[src/rtl/mb_sched_pkg.sv]
// Shared definitions for the macroblock motion-estimation scheduler.
//   mb_state_t : scheduler FSM state encoding
//   range_t    : search-range code carried to the fetch controller
//   CUR_SHIFT / REF_SHIFT : per-macroblock address strides (32 and 64)
//   mb_addr()  : linear macroblock index -> 12-bit base address
package mb_sched_pkg;

    typedef enum logic [2:0] {
        ST_IDLE   = 3'd0,
        ST_LAUNCH = 3'd1,
        ST_SEARCH = 3'd2,
        ST_EMIT   = 3'd3,
        ST_NEXT   = 3'd4,
        ST_FINISH = 3'd5
    } mb_state_t;

    typedef logic [1:0] range_t;

    localparam int unsigned CUR_SHIFT = 5;   // 32 bytes per current macroblock
    localparam int unsigned REF_SHIFT = 6;   // 64 bytes per reference window

    localparam logic [15:0] SAD_MAX = 16'hFFFF;

    // Addresses are 12 bits wide; larger frames simply wrap.
    function automatic logic [11:0] mb_addr(input logic [7:0] idx, input int unsigned shift);
        logic [11:0] w;
        w = {4'd0, idx};
        return w << shift;
    endfunction

endpackage

[src/rtl/sad_best_track.sv]
// Best-match tracker: keeps the lowest SAD seen during one search and
// freezes it into the result registers when the search ends.
//   init       : start of a new macroblock search (clears the best)
//   en         : search window open, candidates are considered
//   freeze     : last search cycle; a candidate in this cycle still counts
//   sad_valid / sad / mv_x / mv_y : candidate input
//   frz_sad / frz_mv_x / frz_mv_y : frozen best match (0 after reset)
module sad_best_track
    import mb_sched_pkg::*;
(
    input  logic        clk,
    input  logic        reset,
    input  logic        init,
    input  logic        en,
    input  logic        freeze,
    input  logic        sad_valid,
    input  logic [15:0] sad,
    input  logic [5:0]  mv_x,
    input  logic [5:0]  mv_y,
    output logic [15:0] frz_sad,
    output logic [5:0]  frz_mv_x,
    output logic [5:0]  frz_mv_y
);

    logic [15:0] best_sad;
    logic [5:0]  best_mv_x;
    logic [5:0]  best_mv_y;
    logic        first_seen;
    logic        take;
    logic [15:0] nxt_sad;
    logic [5:0]  nxt_mv_x;
    logic [5:0]  nxt_mv_y;

    // Strict less-than: on a tie the earlier candidate is kept.
    assign take = en && sad_valid && (!first_seen || (sad < best_sad));

    // Best including this cycle's candidate, so the freeze sees it.
    always_comb begin
        nxt_sad  = best_sad;
        nxt_mv_x = best_mv_x;
        nxt_mv_y = best_mv_y;
        if (take) begin
            nxt_sad  = sad;
            nxt_mv_x = mv_x;
            nxt_mv_y = mv_y;
        end
    end

    always_ff @(posedge clk or negedge reset) begin
        if (!reset) begin
            best_sad   <= SAD_MAX;
            best_mv_x  <= '0;
            best_mv_y  <= '0;
            first_seen <= 1'b0;
            frz_sad    <= '0;
            frz_mv_x   <= '0;
            frz_mv_y   <= '0;
        end else begin
            if (init) begin
                best_sad   <= SAD_MAX;
                best_mv_x  <= '0;
                best_mv_y  <= '0;
                first_seen <= 1'b0;
            end else if (take) begin
                best_sad   <= sad;
                best_mv_x  <= mv_x;
                best_mv_y  <= mv_y;
                first_seen <= 1'b1;
            end
            if (freeze) begin
                frz_sad  <= nxt_sad;
                frz_mv_x <= nxt_mv_x;
                frz_mv_y <= nxt_mv_y;
            end
        end
    end

endmodule

[src/rtl/mb_sched.sv]
// Macroblock scheduler: walks a frame in raster order, launches one motion
// search per macroblock, tracks the best SAD candidate and hands each result
// to a ready/valid consumer.
//   frame_go/r_cfg       : frame request and search-range code (IDLE only)
//   me_go/me_r           : launch pulse and latched range to the fetch block
//   cur_base/ref_base    : registered base addresses of the current macroblock
//   me_done, sad_valid, sad, mv_x, mv_y : search completion and candidates
//   res_valid/res_ready, res_* : per-macroblock result handshake
//   busy, frame_done, timeout_err : status
//
// state     | meaning
// ----------+-----------------------------------------------------------
// IDLE      | waiting for frame_go
// LAUNCH    | me_go high for this cycle, best-match tracker cleared
// SEARCH    | collecting candidates until me_done or timeout
// EMIT      | result valid, waiting for res_ready
// NEXT      | advance macroblock position and base addresses
// FINISH    | frame_done high for this cycle
module mb_sched
    import mb_sched_pkg::*;
#(
    parameter int MB_COLS = 4,
    parameter int MB_ROWS = 4,
    parameter int TIMEOUT = 8191
)(
    input  logic        clk,
    input  logic        reset,
    input  logic        frame_go,
    input  logic [1:0]  r_cfg,
    output logic        me_go,
    output logic [1:0]  me_r,
    output logic [11:0] cur_base,
    output logic [11:0] ref_base,
    input  logic        me_done,
    input  logic        sad_valid,
    input  logic [15:0] sad,
    input  logic [5:0]  mv_x,
    input  logic [5:0]  mv_y,
    output logic        res_valid,
    input  logic        res_ready,
    output logic [3:0]  res_mb_x,
    output logic [3:0]  res_mb_y,
    output logic [15:0] res_sad,
    output logic [5:0]  res_mv_x,
    output logic [5:0]  res_mv_y,
    output logic        busy,
    output logic        frame_done,
    output logic        timeout_err
);

    localparam int TW = $clog2(TIMEOUT + 1);

    mb_state_t   state;
    logic [3:0]  mb_x;
    logic [3:0]  mb_y;
    logic [7:0]  mb_idx;
    logic [TW-1:0] timer;
    logic        search_end;
    logic        last_mb;
    logic        trk_init;
    logic        trk_en;

    // Timer is loaded in LAUNCH so that the terminal count lands exactly
    // TIMEOUT cycles after me_go; me_done in that same cycle wins.
    assign search_end = (state == ST_SEARCH) && (me_done || (timer <= TW'(1)));
    assign last_mb    = (mb_x == 4'(MB_COLS - 1)) && (mb_y == 4'(MB_ROWS - 1));
    assign trk_init   = (state == ST_LAUNCH);
    assign trk_en     = (state == ST_SEARCH);

    sad_best_track u_track (
        .clk       (clk),
        .reset     (reset),
        .init      (trk_init),
        .en        (trk_en),
        .freeze    (search_end),
        .sad_valid (sad_valid),
        .sad       (sad),
        .mv_x      (mv_x),
        .mv_y      (mv_y),
        .frz_sad   (res_sad),
        .frz_mv_x  (res_mv_x),
        .frz_mv_y  (res_mv_y)
    );

    always_ff @(posedge clk or negedge reset) begin
        if (!reset) begin
            state       <= ST_IDLE;
            mb_x        <= '0;
            mb_y        <= '0;
            mb_idx      <= '0;
            timer       <= '0;
            me_go       <= 1'b0;
            me_r        <= '0;
            cur_base    <= '0;
            ref_base    <= '0;
            res_valid   <= 1'b0;
            res_mb_x    <= '0;
            res_mb_y    <= '0;
            busy        <= 1'b0;
            frame_done  <= 1'b0;
            timeout_err <= 1'b0;
        end else begin
            me_go      <= 1'b0;
            frame_done <= 1'b0;
            case (state)
                ST_IDLE: begin
                    if (frame_go) begin
                        mb_x        <= '0;
                        mb_y        <= '0;
                        mb_idx      <= '0;
                        cur_base    <= '0;
                        ref_base    <= '0;
                        me_r        <= range_t'(r_cfg);
                        timeout_err <= 1'b0;
                        busy        <= 1'b1;
                        me_go       <= 1'b1;
                        state       <= ST_LAUNCH;
                    end
                end
                ST_LAUNCH: begin
                    timer <= TW'(TIMEOUT - 1);
                    state <= ST_SEARCH;
                end
                ST_SEARCH: begin
                    if (search_end) begin
                        if (!me_done) begin
                            timeout_err <= 1'b1;
                        end
                        res_valid <= 1'b1;
                        res_mb_x  <= mb_x;
                        res_mb_y  <= mb_y;
                        state     <= ST_EMIT;
                    end else begin
                        timer <= timer - TW'(1);
                    end
                end
                ST_EMIT: begin
                    if (res_ready) begin
                        res_valid <= 1'b0;
                        state     <= ST_NEXT;
                    end
                end
                ST_NEXT: begin
                    if (last_mb) begin
                        frame_done <= 1'b1;
                        state      <= ST_FINISH;
                    end else begin
                        if (mb_x == 4'(MB_COLS - 1)) begin
                            mb_x <= '0;
                            mb_y <= mb_y + 4'd1;
                        end else begin
                            mb_x <= mb_x + 4'd1;
                        end
                        mb_idx   <= mb_idx + 8'd1;
                        cur_base <= mb_addr(mb_idx + 8'd1, CUR_SHIFT);
                        ref_base <= mb_addr(mb_idx + 8'd1, REF_SHIFT);
                        me_go    <= 1'b1;
                        state    <= ST_LAUNCH;
                    end
                end
                ST_FINISH: begin
                    busy  <= 1'b0;
                    state <= ST_IDLE;
                end
                default: begin
                    busy  <= 1'b0;
                    state <= ST_IDLE;
                end
            endcase
        end
    end

endmodule

[config.mk]
export PLATFORM = sky130hd
export DESIGN_NAME = mb_sched
export DESIGN_NICKNAME = d
export VERILOG_FILES = /design/src/rtl/mb_sched_pkg.sv /design/src/rtl/sad_best_track.sv /design/src/rtl/mb_sched.sv
export SDC_FILE = /design/constraint.sdc
export NUM_CORES = 1
export LEC_CHECK = 0
export CORE_MARGIN = 5
export CORE_UTILIZATION = 52
export DETAILED_ROUTE_END_ITERATION = 12
export PLACE_DENSITY = 0.83
export SLEW_MARGIN = 10
export SYNTH_ARGS = -nofsm -noshare
export SYNTH_HDL_FRONTEND = slang
export SYNTH_SLANG_ARGS = --single-unit
export TNS_END_PERCENT = 30
[constraint.sdc]
create_clock -name clk -period 2.8 [get_ports clk]
set_input_delay 0.56 -clock clk [delete_from_list [all_inputs] [get_ports clk]]
set_output_delay 0.56 -clock clk [all_outputs]
set_load 0.005 [all_outputs]
==> impl_metrics.json, run 1 <==
{
  "synth-seq-cells": 103,
  "p_comb_frac": 0.424,
  "finalMaxSlewViolations": 0,
  "htreeDepth": 3,
  "cts_tree": "built",
  "syn_area_um2": 5050,
  "drt_iter0_drc": 214,
  "die_w_um": 109,
  "status": "finished clean",
  "holdBufCountCts": 0,
  "crit_arrival_ns": 2.87,
  "final-hold-violation-count": 0,
  "port_buffers": 91,
  "ys_seq_area_frac": 0.515,
  "nFillCells": 784,
  "worstSkewPairLatency_ns": 0.36,
  "cts_resized": 0,
  "synth_edf_count": 0,
  "io_pins": 103,
  "setup_viol": 0,
  "synth_flop_cell": "dfrtp_1",
  "setup_tns_ns": 0,
  "timing.hold.ws_ns": 0.164,
  "synth.avg_cell_area_um2": 10.2,
  "finalCriticalPeriod_ns": 2.63,
  "relSlewSlack": 0.538,
  "p_int_mw": 3.74,
  "p_switching_mw": 2.04,
  "cts_root_buf": "clkbuf_8",
  "num_vias": 3945,
  "numCtsBuffers": 9,
  "required_ns": 3.04,
  "critPathCaptureType": "flop",
  "drt_wl_total_um": 11400,
  "grt_max_degree": 49,
  "overflow": 0,
  "routabilityCongestion": 0.843,
  "antenna_found_initial": 0,
  "min_period_over_period": 0.938,
  "rsz0062_at_grt": "no",
  "ys_warn_count": 0,
  "worst-r2r-cell-count": 9,
  "p_clk_frac": 0.171,
  "finalNetCount": 632,
  "ir_drop_mv": 0.454,
  "dieHeight_um": 109,
  "clk_path_buf_depth": 2,
  "p_total_mw": 5.78,
  "synth_cell_types": 54,
  "powerDensity_nw_per_um2": 922,
  "antenna_cells": 0,
  "core_area_um2": 9640,
  "drive_gt1_frac": 0.112,
  "wl_per_cell_um": 16.0,
  "synth_async_sr_flop_share": 1.00,
  "first_pass_iters": 5,
  "grt_pass1_wl_um": 19300,
  "dpl.hpwl_um": 8120,
  "pwr-share-seq": 0.405,
  "worst-slew-pin-transition_ns": 0.691,
  "initial_core_util": 0.523,
  "cp_max_fo": 13,
  "grt_util_all_layers": 0.205,
  "die-area_um2": 11800,
  "post-cts-setup-buffers": 0,
  "grt_pass1_vias": 4019,
  "rrSetupSlack_ns": 0.28,
  "multi_input_area_um2": 2130,
  "cp-start-kind": "input port",
  "vias_per_cell": 5.53,
  "cts.sinks": 103,
  "drv_cap": 0,
  "hold_class": "input port to asynchronous set/reset pin",
  "max_freq_mhz": 381,
  "fp-row-count": 36,
  "postRouteAntennaNets": 0,
  "areaGrowthSynthToFinish_pct": 24.1,
  "path_class": "input port to flop",
  "clk_pin_slew_ns": 0.11,
  "p_leak_nw": 2.69,
  "regArea_um2": 2600,
  "p_sw_frac": 0.352,
  "route.detailed.drc": 0,
  "most-common-layout-cells": "clkdlybuf4s50_1, dfrtp_1, nor2_1",
  "final_common_cell": "clkdlybuf4s50_1",
  "synthCells": 495,
  "worst_clock_skew_ns": 0.0131
}
-- area by class of cell --
type / count / area share
sequential: 103 / 0.415
tap: 133 / 0.0266
clock inverter: 6 / 0.0120
clock buffer: 10 / 0.0220
inverter: 23 / 0.0138
timing repair buffer: 104 / 0.171
multi-input combinational: 335 / 0.340
-- synth_stat cells, types with 5 or more instances --
cell | number | area, µm²
a21boi_1 | 12 | 90.1
a31oi_1 | 28 | 175
buf_4 | 22 | 165
clkbuf_1 | 14 | 52.6
dfrtp_1 | 87 | 2180
dfstp_2 | 16 | 420
ha_1 | 20 | 250
inv_1 | 23 | 86.3
mux2_2 | 9 | 101
nand2_1 | 33 | 124
nand2b_1 | 5 | 31.3
nand3_1 | 25 | 125
nand3b_1 | 13 | 97.6
nor2_1 | 42 | 158
nor3_1 | 5 | 25.0
o21ai_0 | 26 | 130
o21ai_1 | 19 | 95.1
or3_1 | 19 | 119
xnor2_1 | 8 | 70.1
xor2_1 | 6 | 52.6
-- sequential cells by signal, indices dropped and copies added, names as in the netlist, 3 cells and up --
| signal | count |
|---|---|
| mb_idx | 7 |
| mb_x | 4 |
| mb_y | 4 |
| res_mb_x | 4 |
| res_mb_y | 4 |
| state | 3 |
| timer | 13 |
| u_track.best_mv_x | 6 |
| u_track.best_mv_y | 6 |
| u_track.best_sad | 16 |
| u_track.frz_mv_x | 6 |
| u_track.frz_mv_y | 6 |
| u_track.frz_sad | 16 |
-- stage by stage --
stage	util	area [µm²]	worst slack, ns	instances
6_report	0.650	6260	0.174	714
2_1_floorplan	-	5080	0.573	505
5_1_grt	0.650	6260	0.0664	714
3_5_place_dp	0.628	6050	-0.196	698
4_1_cts	0.650	6260	0.189	714
3_3_place_gp	0.628	6050	-0.111	698
-- worst paths after layout --
| kind | endpoint | from |
|---|---|---|
| max in group asynchronous | u_track.best_sad[0] | reset |
| min reg2reg | me_r[1] | me_r[1] |
| max | u_track.frz_mv_x[0] | sad[15] |
| max reg2reg | u_track.frz_mv_x[0] | u_track.best_sad[15] |
| min in group clk | me_r[1] | me_r[1] |
| min | u_track.frz_sad[13] | reset |
-- worst max-delay path, stage by stage --
cell	delay, ns
clkdlybuf4s50_1	0.45
ha_1	0.34
and4_1	0.24
a311oi_1	0.29
o211ai_1	0.21
buf_4	0.18
a31o_2	0.32
nand3b_1	0.16
a31oi_1	0.11
-- per-layer routing --
layer  vias up  share of wire  global-route usage
li1       1882              -                   -
met1      1944           0.45               0.275
met2       109           0.49               0.339
met3        10          0.054              0.0460
met4         0         0.0086              0.0469
met5         -              0                   0
-- power by group through the flow --
stage          logic [mW]  registers (mW)  clock network (mW)
3_3_place_gp         2.35            2.34                   0
5_1_grt              2.73            2.41                1.07
6_report             2.45            2.34               0.988
3_5_place_dp         2.45            2.37                   0
2_1_floorplan        1.49            2.31                   0
4_1_cts              2.47            2.34                1.01
-- kinds of logic (layout without fill, tap and decap cells) --
family | count (synthesis) | count (layout) | share of synthesized area
muxes | 9 | 9 | 0.0201
DFF | 103 | 103 | 0.515
buffers and inverters | 67 | 143 | 0.0731
AOI/OAI and AO/OA | 110 | 110 | 0.139
other | 1 | 11 | 0.000743
adders and majority gates | 20 | 20 | 0.0496
xor gates and xnor gates | 14 | 14 | 0.0243
and+or+nand+nor | 171 | 171 | 0.179
Power figures use the tool's default switching activity.
==> inputs of run 2 (changes only) <==
--- a/config.mk
+++ b/config.mk
@@ -13,4 +13,4 @@
 export SYNTH_ARGS = -nofsm -noshare
 export SYNTH_HDL_FRONTEND = slang
 export SYNTH_SLANG_ARGS = --single-unit
-export TNS_END_PERCENT = 30
+export TNS_END_PERCENT = 1
==> results of run 2 <==
The final DEF is identical to that of run 1; final timing and power are the same.
==> inputs of run 3 (changes only) <==
--- a/config.mk
+++ b/config.mk
@@ -7,6 +7,7 @@
 export LEC_CHECK = 0
 export CORE_MARGIN = 5
 export CORE_UTILIZATION = 52
+export CTS_CLUSTER_SIZE = 24
 export DETAILED_ROUTE_END_ITERATION = 12
 export PLACE_DENSITY = 0.83
 export SLEW_MARGIN = 10
==> results of run 3 <==
The final DEF is identical to that of run 1; final timing and power are the same.
